## config.mk

```make
export PLATFORM = sky130hd
export DESIGN_NAME = scan_chain_array_fi
export DESIGN_NICKNAME = d
export VERILOG_FILES = /design/src/rtl/scan_chain_array_fi.sv
export SDC_FILE = /design/constraint.sdc
export NUM_CORES = 1
export LEC_CHECK = 0
export ABC_AREA = 1
export CAP_MARGIN = 20
export CORE_ASPECT_RATIO = 0.7
export CORE_MARGIN = 3
export CORE_UTILIZATION = 48
export DETAILED_ROUTE_END_ITERATION = 6
export PLACE_DENSITY_LB_ADDON = 0.2
export SYNTH_ARGS = -nofsm -noshare
export SYNTH_HDL_FRONTEND = slang
export SYNTH_SLANG_ARGS = --single-unit
export TNS_END_PERCENT = 50
```

## constraint.sdc

```tcl
create_clock -name sclk -period 2 [get_ports sclk]
set_input_delay 0.3 -clock sclk [delete_from_list [all_inputs] [get_ports sclk]]
set_output_delay 0.3 -clock sclk [all_outputs]
set_load 0.01 [all_outputs]
```

## src/rtl/scan_chain_array_fi.sv

```systemverilog
// Multi-chain scan register array with stuck-at fault injection on any flip-flop
// and a built-in flush-test engine that drives a 0,0,1,1 pattern through every chain.
module scan_chain_array_fi #(
  parameter int unsigned NUM_CHAINS = 4,
  parameter int unsigned CHAIN_LEN  = 8,
  localparam int unsigned IDX_W     = $clog2(CHAIN_LEN),
  localparam int unsigned CH_W      = (NUM_CHAINS > 1) ? $clog2(NUM_CHAINS) : 1
) (
  input  logic                            sclk,
  input  logic                            rst_n,
  input  logic                            se,
  input  logic                            cap_en,
  input  logic [NUM_CHAINS-1:0]           si,
  input  logic [NUM_CHAINS*CHAIN_LEN-1:0] cap_data,
  output logic [NUM_CHAINS-1:0]           so,
  output logic [NUM_CHAINS*CHAIN_LEN-1:0] q_out,
  input  logic                            fault_en,
  input  logic [CH_W-1:0]                 fault_chain,
  input  logic [IDX_W-1:0]                fault_idx,
  input  logic                            fault_sa_value,
  input  logic                            fault_mode,
  input  logic                            flush_start,
  output logic                            flush_busy,
  output logic                            flush_done,
  output logic [NUM_CHAINS-1:0]           flush_fail,
  output logic [2:0]                      flush_first_fail
);

  localparam int unsigned NBits = NUM_CHAINS * CHAIN_LEN;
  localparam int unsigned KW    = $clog2(CHAIN_LEN + 8);
  localparam logic [KW-1:0] KCmp  = KW'(CHAIN_LEN);
  localparam logic [KW-1:0] KLast = KW'(CHAIN_LEN + 7);

  typedef enum logic {StIdle, StFlush} state_e;

  state_e                  state_q;
  logic [KW-1:0]           k_q;
  logic [KW-1:0]           k_rel;
  logic                    busy_q;
  logic                    done_q;
  logic [NUM_CHAINS-1:0]   fail_q;
  logic [2:0]              first_q;

  logic [NBits-1:0]        q_q;
  logic [NBits-1:0]        q_d;
  logic [NBits-1:0]        eff;
  logic [NBits-1:0]        obs;
  logic [NUM_CHAINS-1:0]   shift_in;
  logic [NUM_CHAINS-1:0]   mis;

  // State-mode faults alter both the shift path and the view; observe-only faults
  // only alter the view, so obs is forced in either mode.
  always_comb begin
    eff = q_q;
    obs = q_q;
    for (int c = 0; c < NUM_CHAINS; c++) begin
      for (int i = 0; i < CHAIN_LEN; i++) begin
        if (fault_en && (int'(fault_chain) == c) && (int'(fault_idx) == i)) begin
          if (fault_mode) eff[c*CHAIN_LEN+i] = fault_sa_value;
          obs[c*CHAIN_LEN+i] = fault_sa_value;
        end
      end
    end
  end

  always_comb begin
    so = '0;
    for (int c = 0; c < NUM_CHAINS; c++) begin
      so[c] = obs[c*CHAIN_LEN+CHAIN_LEN-1];
    end
  end

  assign q_out = obs;
  assign k_rel = k_q - KCmp;

  always_comb begin
    shift_in = (state_q == StFlush) ? {NUM_CHAINS{k_q[1]}} : si;
  end

  always_comb begin
    q_d = q_q;
    if ((state_q == StFlush) || se) begin
      for (int c = 0; c < NUM_CHAINS; c++) begin
        q_d[c*CHAIN_LEN] = shift_in[c];
        for (int i = 1; i < CHAIN_LEN; i++) begin
          q_d[c*CHAIN_LEN+i] = eff[c*CHAIN_LEN+i-1];
        end
      end
    end else if (cap_en) begin
      q_d = cap_data;
    end
  end

  always_ff @(posedge sclk or negedge rst_n) begin
    if (!rst_n) begin
      q_q <= '0;
    end else begin
      q_q <= q_d;
    end
  end

  // Expected scan-out lags the injected pattern by exactly CHAIN_LEN cycles.
  always_comb begin
    mis = '0;
    for (int c = 0; c < NUM_CHAINS; c++) begin
      mis[c] = so[c] ^ k_rel[1];
    end
  end

  always_ff @(posedge sclk or negedge rst_n) begin
    if (!rst_n) begin
      state_q <= StIdle;
      k_q     <= '0;
      busy_q  <= 1'b0;
      done_q  <= 1'b0;
      fail_q  <= '0;
      first_q <= '0;
    end else begin
      done_q <= 1'b0;
      unique case (state_q)
        StIdle: begin
          if (flush_start) begin
            state_q <= StFlush;
            busy_q  <= 1'b1;
            k_q     <= '0;
            fail_q  <= '0;
            first_q <= '0;
          end
        end
        StFlush: begin
          if (k_q >= KCmp) begin
            fail_q <= fail_q | mis;
            if ((fail_q == '0) && (mis != '0)) first_q <= k_rel[2:0];
          end
          if (k_q == KLast) begin
            state_q <= StIdle;
            busy_q  <= 1'b0;
            done_q  <= 1'b1;
          end else begin
            k_q <= k_q + KW'(1);
          end
        end
        default: state_q <= StIdle;
      endcase
    end
  end

  assign flush_busy       = busy_q;
  assign flush_done       = done_q;
  assign flush_fail       = fail_q;
  assign flush_first_fail = first_q;

endmodule
```

==> flow_metrics.env, run 1 <==
export IMPL_multiInputGateArea_sq_um=1931
export IMPL_ys_ff_latch=46
export IMPL_yosysWarnings=0
export IMPL_syn_inst=451
export IMPL_worst_r2r_cell_count=10
export IMPL_crit_slowest_cell="nand3_2"
export IMPL_min_to="flush_busy"
export IMPL_final_common_cell="nand2_1"
export IMPL_first_iter_violations=383
export IMPL_rr_startpoint="k_q[1]"
export IMPL_die_area_sq_um=7638
export IMPL_initial_core_util=0.5032
export IMPL_synthDistinctLibCells=34
export IMPL_drive_gt1_frac=0.2449
export IMPL_gp_congestion=0.8507
export IMPL_syn_nets=501
export IMPL_first_pass_iters=7
export IMPL_path_max_fanout=6
export IMPL_hp_start="flush_busy"
export IMPL_fin_util=0.7659
export IMPL_vias=3893
export IMPL_reg2reg_setup_slack_ns=0.25
export IMPL_htree_levels=2
export IMPL_static_leakage_power_uw=0.002132
export IMPL_setup_viol=0
export IMPL_coreArea_sq_um=6306
export IMPL_antenna_cells=0
export IMPL_die_w_microns=103.2
export IMPL_period_share=0.9926
export IMPL_path_common_cell="dlygate4sd2_1"
export IMPL_slew_viol_final=0
export IMPL_fin_skew_ns=0.005319
export IMPL_dp_cells=651
export IMPL_peakVddDrop_mv=0.5642
export IMPL_port_buffers=93
export IMPL_clock_sinks=46
export IMPL_syn_to_final_growth_pct=52.21
export IMPL_grt_first_pass_wirelength_mm=17.53
export IMPL_grt_ovfl_total=0
export IMPL_min_period_ns=1.985
export IMPL_finalHoldViolCount=0
export IMPL_seqCellArea_sq_um=1151
export IMPL_avgSynthCellArea_sq_um=7.036
export IMPL_pwr_share_clk=0.122
export IMPL_n_fill_cell=458
export IMPL_p_sw_frac=0.4270
export IMPL_fmax_mhz=503.7
export IMPL_drtAntennaViolNets=0
export IMPL_dp_hpwl_mm=7.809
export IMPL_grt_max_degree=37
export IMPL_finalNetCount=637
export IMPL_outcome="finished, final reports clean"
export IMPL_comb_power_share=0.567
export IMPL_rows=24
export IMPL_worstHoldPathCells=2
export IMPL_grt_pass1_vias=3683
export IMPL_required_ns=1.70
export IMPL_via_per_inst=5.845
export IMPL_rsz0062_at_grt="yes"
export IMPL_mostFrequentLayoutCells="nand2_1 (91), buf_4 (55), clkdlybuf4s50_1 (50), dfrtp_1 (46), a21oi_1 (45)"
export IMPL_insertion_delay_ns=0.30
export IMPL_start_kind="primary input"
export IMPL_crit_chain="dlygate4sd2_1 > inv_2 > nand3_2 > nor2_4 > nand2_1 > o21ai_0 > dlygate4sd2_1"
export IMPL_sequentialPowerShare=0.312
export IMPL_final_cells=666
export IMPL_detail_route_wl_per_cell_microns=16.95
export IMPL_endpoint_kind="primary output"
export IMPL_netlist_area_sq_um=3173
export IMPL_antenna_found_initial=0
export IMPL_grt_usage=0.2933
export IMPL_tightest_slew_ns=0.5651
export IMPL_power_switching_uw=2308
export IMPL_wl_mm=11.29
export IMPL_ys_seq_area_frac=0.3628
export IMPL_clk_pin_slew_ns=0.09
export IMPL_cts_tree="yes"
export IMPL_drc=0
export IMPL_cp_arrival_ns=1.69
export IMPL_cts_root_buffer="clkbuf_8"
export IMPL_reg2reg_to="k_q[3]"
export IMPL_slew_headroom=0.6232
export IMPL_max_cap_violations=0
export IMPL_p_int_uw=3097
export IMPL_cts_max_path_buffers=2
export IMPL_die_h_microns=74.03
export IMPL_powerDensity_nw_per_um2=1119
export IMPL_path_class="in2out"
export IMPL_finalSetupTns_ns=0
export IMPL_max_stage_delay_ns=0.31
export IMPL_ios=94
export IMPL_hold_class="reg2reg"
export IMPL_cts_buffers=5
cell type report:
| type | count | share of cell area |
|---|---|---|
| tap | 78 | 0.02021 |
| timing repair buffer | 154 | 0.2808 |
| sequential | 46 | 0.2383 |
| clock buffer | 7 | 0.01995 |
| multi-input combinational | 331 | 0.3997 |
| inverter | 49 | 0.03912 |
| clock inverter | 1 | 0.001813 |
layer usage:
metal | GRT usage | up-vias | wire length, microns
met5 | 0 | - | 0
li1 | - | 1819 | -
met4 | 0.08764 | 0 | 224
met1 | 0.3894 | 1799 | 4626
met3 | 0.04686 | 38 | 1089
met2 | 0.4975 | 237 | 5345
synth_stat cells:
cell,number,area share
o221ai_1,3,0.0083
nand2_4,1,0.0035
nand3_2,1,0.0032
inv_2,5,0.0059
xor2_1,1,0.0028
buf_2,3,0.0047
clkbuf_1,14,0.017
dfrtp_1,46,0.36
nor2_4,3,0.011
clkinv_1,1,0.0012
buf_4,4,0.0095
a21oi_1,45,0.071
a211oi_1,10,0.024
nor2_2,8,0.016
a31oi_1,2,0.0039
nor3_1,1,0.0016
clkbuf_4,1,0.0024
nand3_1,34,0.054
a221oi_1,3,0.0083
o21ai_1,5,0.0079
o22ai_1,8,0.016
nor3_2,2,0.0063
inv_1,43,0.051
o21ai_0,45,0.071
mux2i_1,1,0.0032
o211ai_1,22,0.052
or2_0,1,0.0020
nor2_1,32,0.038
ha_1,1,0.0039
buf_1,3,0.0035
nand2_1,91,0.11
nand4_1,4,0.0079
nand2_2,5,0.0099
nand3_4,2,0.011
power by group through the flow:
stage / sequential (uW) / clock [uW] / combinational (uW)
CTS: 1660 / 670 / 3060
floorplan: 1640 / 0 / 1720
global route: 1720 / 702 / 3380
detailed placement: 1680 / 0 / 3220
global placement: 1650 / 0 / 3140
finish: 1680 / 658 / 3060
repair_timing:
action,4_1_cts,5_1_grt
gates cloned,0,0
buffers inserted,3,3
resized for setup,123,24
hold buffers,1,0
hold endpoints to repair,19,0
endpoints found under the setup margin,36,38
pin swaps,6,3
worst max-delay path: cells and delay by family:
| kind | cells | cell delay, ns |
|---|---|---|
| buffers and inverters | 3 | 0.69 |
| and+or+nand+nor | 3 | 0.61 |
| AOI/OAI and AO/OA | 1 | 0.07 |
through the flow:
step	total power [uW]	worst slack (ns)	cell area, sq um	hold slack [ns]
after detailed placement	4900	-0.4808	4511	0.3105
after floorplan	3352	0.4644	3173	0.004409
after CTS	5388	-0.1028	4823	0.5168
final	5406	0.01475	4830	0.5152
after global placement	4793	-0.4620	4511	0.3025
after global routing	5800	-0.04279	4830	0.5423
cell families after synthesis:
logic type / share of synthesized area
compound gates: 0.2618
xor+xnor: 0.002761
fa+ha+maj: 0.003943
buf+inv: 0.09463
flops: 0.3628
mux: 0.003155
simple gates: 0.2709
flip-flops by register name, indices dropped and copies added (netlist names):
signal and flops:
flush_busy 1, flush_done 1, flush_fail 4, flush_first_fail 3, k_q 4, q_q 32
state_q 1
worst max path at each step:
stage                         startpoint        end  slack, ns  cells after the start
after global placement      fault_idx[2]   q_out[8]      -0.46                      7
after global routing      fault_chain[1]   q_out[5]      -0.04                      7
after CTS                   fault_idx[0]  q_out[31]      -0.10                      9
after detailed placement    fault_idx[2]   q_out[8]      -0.48                      7
final                     fault_chain[1]   q_out[1]       0.01                      7
after floorplan           fault_sa_value  q_out[14]       0.46                      5
Note: power is estimated with default switching activity, not from simulation.
==> run 2: changes to the inputs <==
--- a/config.mk
+++ b/config.mk
@@ -10,6 +10,7 @@
 export CORE_ASPECT_RATIO = 0.7
 export CORE_MARGIN = 3
 export CORE_UTILIZATION = 48
+export CTS_CLUSTER_DIAMETER = 120
 export DETAILED_ROUTE_END_ITERATION = 6
 export PLACE_DENSITY_LB_ADDON = 0.2
 export SYNTH_ARGS = -nofsm -noshare
==> results of run 2 <==
No change in the layout: final DEF, timing and power equal those of run 1.
==> run 3: changes to the inputs <==
--- a/config.mk
+++ b/config.mk
@@ -5,11 +5,10 @@
 export SDC_FILE = /design/constraint.sdc
 export NUM_CORES = 1
 export LEC_CHECK = 0
-export ABC_AREA = 1
 export CAP_MARGIN = 20
 export CORE_ASPECT_RATIO = 0.7
 export CORE_MARGIN = 3
-export CORE_UTILIZATION = 48
+export CORE_UTILIZATION = 49
 export CTS_CLUSTER_DIAMETER = 120
 export DETAILED_ROUTE_END_ITERATION = 6
 export PLACE_DENSITY_LB_ADDON = 0.2
==> run 3 against run 2 <==
Against the previous run:
- the run now ends with setup timing left
- clock-buffer cell count fell by 2
- sequential power rose by 9%
- design area rose by 2.0%
- cell count fell by 6.0%
- global-route usage fell by 0.62 points
- clock skew rose by 0.0066 ns
- first-iteration DRC count fell by 25%
- routed wire length rose by 1.3%
- critical path depth fell by 1
==> flow_metrics.env, run 3 <==
export IMPL_outcome="finished, violations left"
export IMPL_violations="setup timing"
export IMPL_p_int_uw=3512
export IMPL_fin_ws_ns=-0.008666
export IMPL_insertion_delay_ns=0.31
export IMPL_rows=24
export IMPL_power_switching_uw=2273
export IMPL_path_class="in2out"
export IMPL_vias=3644
export IMPL_synthDistinctLibCells=42
export IMPL_finalSetupTns_ns=-0.01329
export IMPL_cts_root_buffer="clkbuf_8"
export IMPL_yosys_cell_count_top_type="dfrtp_1"
export IMPL_final_common_cell="buf_4"
export IMPL_die_h_microns=75.24
export IMPL_pwr_share_clk=0.148
export IMPL_hold_class="in2async"
export IMPL_grt_pass1_vias=3529
export IMPL_peakVddDrop_mv=0.5719
export IMPL_netlist_area_sq_um=3356
export IMPL_max_stage_delay_ns=0.53
export IMPL_die_area_sq_um=7893
export IMPL_avgSynthCellArea_sq_um=8.306
export IMPL_yosysWarnings=0
export IMPL_final_cells=626
export IMPL_ys_ff_latch=46
export IMPL_start_kind="primary input"
export IMPL_syn_to_final_growth_pct=46.83
export IMPL_grt_ovfl_total=0
export IMPL_syn_inst=404
export IMPL_powerDensity_nw_per_um2=1174
export IMPL_dp_hpwl_mm=7.954
export IMPL_synth_edf_count=0
export IMPL_cts_max_path_buffers=2
export IMPL_period_share=1.004
export IMPL_path_max_fanout=5
export IMPL_whs_ns=0.4262
export IMPL_required_ns=1.70
export IMPL_netlist_top_cells_count="dfrtp_1 (46), nand2_1 (45), a21oi_1 (37), nor2_1 (34)"
export IMPL_antenna_cells=0
export IMPL_setup_viol=2
export IMPL_coreArea_sq_um=6426
export IMPL_synth_top_cells_by_area="dfrtp_1 (34%), mux2i_1 (7.5%), mux2_2 (7.4%), a211oi_1 (6.5%), a21oi_1 (5.5%)"
export IMPL_die_w_microns=104.9
export IMPL_top_register="q_q"
export IMPL_finalPower_uw=5785
export IMPL_reg2reg_setup_slack_ns=0.10
export IMPL_tightest_slew_ns=0.5085
export IMPL_synth_top_area_share=0.3430
export IMPL_comb_power_share=0.535
export IMPL_drtAntennaViolNets=0
export IMPL_min_period_ns=2.009
export IMPL_drive_gt1_frac=0.2430
export IMPL_first_iter_violations=287
export IMPL_endpoint_kind="primary output"
export IMPL_ys_dominant_reg_cell="dfrtp_1"
export IMPL_dp_cells=608
export IMPL_first_pass_iters=5
export IMPL_max_cap_violations=0
export IMPL_via_per_inst=5.821
export IMPL_rsz0062_at_grt="yes"
export IMPL_grt_first_pass_wirelength_mm=17.98
export IMPL_crit_slowest_cell="clkdlybuf4s50_1"
export IMPL_syn_nets=454
export IMPL_grt_max_degree=57
export IMPL_synth_area_leader_cell="dfrtp_1"
export IMPL_p_sw_frac=0.3929
export IMPL_mostFrequentLayoutCells="buf_4 (57), clkdlybuf4s50_1 (49), dfrtp_1 (46), nand2_1 (42), a21oi_1 (37)"
export IMPL_largest_register_ffs=32
export IMPL_cp_arrival_ns=1.71
export IMPL_sequentialPowerShare=0.317
export IMPL_grt_usage=0.2871
export IMPL_fin_skew_ns=0.01190
export IMPL_slew_viol_final=0
export IMPL_static_leakage_power_uw=0.002105
export IMPL_port_buffers=93
export IMPL_worst_r2r_cell_count=5
export IMPL_ios=94
export IMPL_initial_core_util=0.5222
export IMPL_crit_chain="clkdlybuf4s15_2 > buf_4 > and3b_2 > nand3_1 > nand2_2 > clkdlybuf4s50_1"
export IMPL_gp_congestion=0.8948
export IMPL_wl_mm=11.44
export IMPL_ys_seq_area_frac=0.3430
export IMPL_cts_tree="yes"
export IMPL_htree_levels=2
export IMPL_cts_buffers=5
export IMPL_detail_route_wl_per_cell_microns=18.27
export IMPL_finalNetCount=584
export IMPL_antenna_found_initial=0
export IMPL_synthArstFlopShare=1.000
export IMPL_slew_headroom=0.6610
export IMPL_finalHoldViolCount=0
export IMPL_clk_pin_slew_ns=0.10
export IMPL_fmax_mhz=497.8
export IMPL_drc=0
export IMPL_clock_sinks=46
==> run 3: changes by cell type in the layout (fill, tap and decap cells not counted), sizes merged, moves of 7 or more <==
cell    previous run  this run
mux2i              1        25
nand3             37        23
nor2b              0        29
nand2             97        46
o211ai            22         0
nor2              43        34
a21oi             45        37
o21ai             50        26
inv               48         3
a31oi              2         9
a211oi            10        29
mux2               0        22
o22ai              8         0
==> run 3: layout make-up <==
class                           instances  area, sq um
Clock buffer                            5        68.82
Clock inverter                          3        68.82
Fill cell                             489         1499
Inverter                                3        11.26
Multi-Input combinational cell        320         2085
Sequential cell                        46         1151
Tap cell                               91        113.9
Timing Repair Buffer                  158         1429
==> run 3: path summary, 6_finish.rpt <==
| check | to | start |
|---|---|---|
| min | q_q[4] | rst_n |
| max reg2reg | flush_first_fail[2] | flush_fail[2] |
| min in group sclk | flush_busy | flush_busy |
| max in group asynchronous | q_q[25] | rst_n |
| min reg2reg | flush_busy | flush_busy |
| max | so[1] | fault_en |
==> run 3: cells by family after synthesis <==
family | share of synthesized area
adders and majority gates | 0.003728
xor gates and xnor gates | 0.01044
and+or+nand+nor | 0.2457
AOI/OAI and AO/OA | 0.1950
DFF | 0.3430
buffers and inverters | 0.05369
muxes | 0.1484
==> run 3: repair_timing <==
item / 4_1_cts / 5_1_grt
setup endpoints to repair: 39 / 19
hold endpoints to repair: 13 / 0
gates resized for setup: 74 / 24
pin swaps: 6 / 1
setup buffers: 6 / 3
hold buffers: 1 / 0
==> run 3: layer usage <==
layer | part of all wire | up-vias | GRT usage
li1 | - | 1704 | -
met1 | 0.44 | 1731 | 0.4045
met2 | 0.45 | 181 | 0.4613
met3 | 0.089 | 28 | 0.05998
met4 | 0.016 | 0 | 0.06696
met5 | 0 | - | 0
==> run 3: metrics by stage <==
stage | util | cell area (sq um) | worst slack (ns)
floorplan | - | 3356 | 0.2528
global placement | 0.7290 | 4684 | -0.7046
detailed placement | 0.7290 | 4684 | -0.7185
CTS | 0.7601 | 4885 | -0.1404
global route | 0.7667 | 4927 | -0.04251
finish | 0.7667 | 4927 | -0.008666
==> run 3: power groups by stage <==
stage / Clock (uW) / Sequential [uW] / Combinational, uW
5_1_grt: 885 / 1890 / 3360
6_report: 856 / 1830 / 3090
3_5_place_dp: 0 / 1830 / 3200
2_1_floorplan: 0 / 1680 / 1800
3_3_place_gp: 0 / 1800 / 3100
4_1_cts: 850 / 1810 / 3070
==> run 3: worst max-delay path, delay by kind of cell <==
family | cells | cell delay, ns
AND/OR/NAND/NOR | 3 | 0.52
buffers and inverters | 3 | 0.89
==> variant 1: new RTL, flow settings as in run 2 <==
The parameter `CHAIN_LEN` goes from 8 to 4.
--- a/src/rtl/scan_chain_array_fi.sv
+++ b/src/rtl/scan_chain_array_fi.sv
@@ -3,5 +3,5 @@
 module scan_chain_array_fi #(
   parameter int unsigned NUM_CHAINS = 4,
-  parameter int unsigned CHAIN_LEN  = 8,
+  parameter int unsigned CHAIN_LEN  = 4,
   localparam int unsigned IDX_W     = $clog2(CHAIN_LEN),
   localparam int unsigned CH_W      = (NUM_CHAINS > 1) ? $clog2(NUM_CHAINS) : 1
Ports: changed (resized cap_data, fault_idx and q_out); port bits go from 94 to 61. The function was not compared with the original's and may differ.
==> variant 1 against run 2 <==
Sequential cell count shrank 16; routed wire length down 48%; die area is 35% lower; first-iteration DRC count down 57%; synthesized area decreased by 37%; cell area fell by 41%; register-to-register slack improved by 0.07 ns; worst setup slack better by 0.12 ns; maximum frequency is 6.3% higher; power is 34% lower; critical path depth is 1 lower; critical path type unchanged; highest routed layer unchanged.
==> variant 1: results (changes against run 2) <==
Outcome -> complete, no violations
Grt ovf -> 0 (unchanged)
Diodes inserted -> 0 (unchanged)
Ranking of synthesized cells by area -> dfrtp_1, nand2_1, o21ai_0, nand3_1, a21oi_1
Clk pin slew, worst setup/hold paths -> 0.07 ns (-0.02 ns)
Worst-Margin Slew -> 0.534 ns (-0.0316 ns)
Total number of H-tree levels -> 2 (unchanged)
Clock tree root driver cell -> clkbuf_8
Worst EP arrival -> 1.57 ns (-0.12 ns)
Vias in the first global route -> 2115 (-43%)
Most common library cells after synthesis -> nand2_1, o21ai_0, nand3_1
Slowest-stage cell, CP -> dlygate4sd2_1
Vias -> 2288 (-41%)
Clk_lat worst skew -> 0.29 ns
Max reg flops -> 16 (-50%)
Largest net degree at the start of global routing -> 31 (-16%)
Port bufs -> 60 (-35%)
Top-count cell post-synth -> nand2_1
DRT Pass-1 Iters -> 5 (-2)
Iter 0 DRT Violations -> 164 (-57%)
Synthesized instance count -> 277 (-39%)
Hold crit path type -> input pin to async pin
Worst VDD drop -> 0.000910 V (+61%)
Pleak -> 0.00131 uW (-39%)
Final cell count without fillers -> 407 (-39%)
Register area share after synthesis -> 37.5% (+1.2 points)
Initial antenna violation count -> 0 (unchanged)
Layout cells sized above 1 -> 14.0% (-10 points)
Main synth FF type -> dfrtp_1
Post-Route Skew -> 0.00513 ns (-0.000185 ns)
Clock buffer depth -> 2 (unchanged)
Post-synth cell types -> 31 (-8.8%)
Number of synthesis warnings -> 0 (unchanged)
Syn_nets -> 310 (-38%)
Final #Nets -> 389 (-39%)
First-pass GRT wire length -> 10000 um (-43%)
Slew Viols, Final -> 0 (unchanged)
Postcts setup bufs -> 0 (-3)
GRT Overall Usage -> 25.3% (-4.0 points)
Worst stage delay on the critical path -> 0.36 ns (+0.05 ns)
Largest Register -> q_q
DP Area -> 0.00277 sq mm (-39%)
R2R depth -> 8 (-2)
Fillers -> 327 (-29%)
Crit-path max FO -> 6 (unchanged)
Cells after DPL -> 399 (-39%)
Async set-reset flop share out of synthesis -> 100% (unchanged)
DP HPWL -> 4600 um (-41%)
Num CTS Buffers -> 5 (unchanged)
RePlAce Congestion -> 0.958 (+13%)
DR WL/cell -> 14.5 um (-14%)
variant 1: cell count changes after synthesis, moves of 4 or more:
cell / change
a211oi_1: -10
o21ai_1: -4
o21ai_0: -12
a21oi_1: -20
nor2_1: -20
o211ai_1: -16
inv_2: -4
nand2_1: -29
clkbuf_1: -9
o22ai_1: -7
o21a_1: +5
dfrtp_1: -16
inv_1: -20
variant 1: final cells by class:
| type | count | share of cell area [%] |
|---|---|---|
| sequential | 30 | 26.4 |
| inverter | 25 | 3.30 |
| multi-input combinational | 208 | 37.7 |
| clock inverter | 2 | 0.440 |
| timing repair buffer | 86 | 27.0 |
| tap | 50 | 2.20 |
| clock buffer | 6 | 2.90 |
variant 1: through the flow:
stage | power (uW) | setup slack (ns) | util (%)
6_report | 3580 | 0.133 | 75.6
5_1_grt | 3880 | 0.0101 | 75.6
4_1_cts | 3590 | 0.00279 | 75.5
3_5_place_dp | 3210 | -0.413 | 73.8
3_3_place_gp | 3140 | -0.350 | 73.8
2_1_floorplan | 2230 | 0.545 | -
variant 1: routing by layer:
metal	vias to the layer above	track usage, %	part of all wire, %
met3	11	5.23	9.2
met2	108	40.5	46
met4	0	6.99	1.4
met1	1070	35.3	43
met5	-	0	0
li1	1099	-	-
variant 1: final timing paths:
path                           startpoint      end  slack, ns
max                        fault_chain[1]    so[3]       0.13
min reg2reg                       q_q[10]  q_q[10]       0.51
max reg2reg                       state_q   k_q[2]       0.32
min                                 rst_n   q_q[7]       0.40
max in group asynchronous           rst_n  q_q[14]       1.31
min in group sclk                 q_q[10]  q_q[10]       0.51
variant 1: where the power goes:
group	leakage [uW]	internal (uW)	switching, uW
clock	0.0000472	276	243
sequential	0.000352	893	250
combinational	0.000909	921	999
variant 1: logic make-up after synthesis:
kind of cell,count (synthesis),share of synthesized area [%]
and+or+nand+nor,125,29.2
DFF,30,37.5
adders and majority gates,1,0.625
buffers and inverters,39,8.94
muxes,2,1.00
xor gates and xnor gates,2,0.876
AOI/OAI and AO/OA,78,21.8
variant 1: repair_timing:
item,in CTS,in global routing
gates resized for setup,24,3
endpoints found under the setup margin,20,16
pin swaps,0,0
hold buffers,0,0
variant 1: critical path: cells and delay by family:
family | cells | cell delay, ns
buffers and inverters | 3 | 0.83
AO/OA/AOI/OAI | 1 | 0.14
AND/OR/NAND/NOR | 2 | 0.29
==> variant 2: new RTL, settings of run 2 <==
Made on the original files. Add an input register stage for `cap_data`, with the module's reset; this delays it by one clock. The other inputs are not delayed to match.
--- a/src/rtl/scan_chain_array_fi.sv
+++ b/src/rtl/scan_chain_array_fi.sv
@@ -33,4 +33,14 @@
 
   typedef enum logic {StIdle, StFlush} state_e;
+
+  logic [NUM_CHAINS*CHAIN_LEN-1:0] cap_data_q;
+
+  always_ff @(posedge sclk or negedge rst_n) begin
+    if (!rst_n) begin
+      cap_data_q <= '0;
+    end else begin
+      cap_data_q <= cap_data;
+    end
+  end
 
   state_e                  state_q;
@@ -88,5 +98,5 @@
       end
     end else if (cap_en) begin
-      q_d = cap_data;
+      q_d = cap_data_q;
     end
   end
Function: changed (a bounded check fails within 4 cycles, from zero or initial values and one cycle with rst_n low).
==> variant 2 against run 2 <==
Synthesized cell count rose by 11%; routed wire length rose by 8.6%; sequential share of layout area rose by 8.9 points; critical path depth fell by 1; cell area rose by 23%; maximum frequency rose by 3.9%; largest cell class is now sequential cells; worst setup slack improved by 0.074 ns; cell count rose by 13%; sequential cell count rose by 32; register-to-register slack improved by 0.07 ns; global-route usage fell by 2.4 points; count of clock-buffer cells in the layout rose by 5; critical path type unchanged; synthesized area rose by 26%; power rose by 33%.
==> variant 2: results (changes against run 2) <==
Outcome -> complete, no violations
Mux cell area share after synthesis -> 0% (-0.32 points)
Worst-Margin Slew -> 0.428 ns (-0.137 ns)
Xor-xnor portion of the synthesized cell area -> 0.219% (-0.057 points)
Worst VDD drop -> 0.000673 V (+19%)
RePlAce Congestion -> 0.902 (+6.1%)
Clk_lat worst skew -> 0.34 ns (+0.04 ns)
Total number of H-tree levels -> 3 (+1)
Synth Area in Compound Gates -> 20.1% (-6.1 points)
Multi-input gate area -> 0.00194 sq mm (+0.58%)
Vias per cell -> 5.51 (-5.8%)
Vias in the first global route -> 4019 (+9.1%)
Hold crit path type -> input pin to async pin
DR WL/cell -> 16.2 um (-4.2%)
R2R depth -> 7 (-3)
Internal power -> 4530 uW (+46%)
Register area share after synthesis -> 48.7% (+12 points)
Cells after DPL -> 735 (+13%)
Final worst slack -> 0.0890 ns (+0.0743 ns)
Hold_ws -> 0.391 ns (-0.125 ns)
Clk pin slew, worst setup/hold paths -> 0.06 ns (-0.03 ns)
Num CTS Buffers -> 9 (+4)
Fraction of area in multi-input gates -> 32.6% (-7.4 points)
DRT Pass-1 Iters -> 5 (-2)
Ranking of synthesized cells by area -> dfrtp_1, nand2_1, o21ai_0, a21oi_1, nand3_1
GRT Overall Usage -> 27.0% (-2.4 points)
Fillers -> 589 (+29%)
Area share of fa/ha/maj cells after synthesis -> 0.624% (+0.23 points)
R2R Path End -> q_q[7]
CP Capture Point -> q_out[30]
R2r setup slk -> 0.32 ns (+0.07 ns)
Pleak -> 0.00271 uW (+27%)
Clock buffer cells -> 12 (+5)
Syn_nets -> 552 (+10%)
First-pass GRT wire length -> 19600 um (+12%)
Final #Nets -> 701 (+10%)
Vias -> 4157 (+6.8%)
DP Area -> 0.00551 sq mm (+22%)
Resize count post-CTS -> 141 (+15%)
Crit-path max FO -> 12 (+6)
DP HPWL -> 8630 um (+10%)
Worst EP arrival -> 1.61 ns (-0.08 ns)
Critical R2R Launch -> state_q
variant 2: power by group through the flow:
stage | clock [uW] | sequential [uW] | combinational [uW]
after floorplan | 0 | 2340 | 1690
after global placement | 0 | 2370 | 3240
after detailed placement | 0 | 2390 | 3320
after CTS | 1710 | 2370 | 3130
after global routing | 1790 | 2430 | 3470
final | 1690 | 2380 | 3120
variant 2: layer usage:
metal	part of all wire [%]	routed length (um)	GRT usage, %	up-vias
met4	1.8	218	8.91	0
met1	46	5580	37.1	1973
met2	46	5620	42.0	171
met3	6.8	835	6.77	27
li1	-	-	-	1986
met5	0	0	0	-
variant 2: worst max-delay path, cell delays in order:
cell and delay (ns):
clkdlybuf4s50_1 0.49, buf_4 0.24, buf_12 0.16, nand2_1 0.05, o21ai_0 0.07, dlygate4sd2_1 0.29
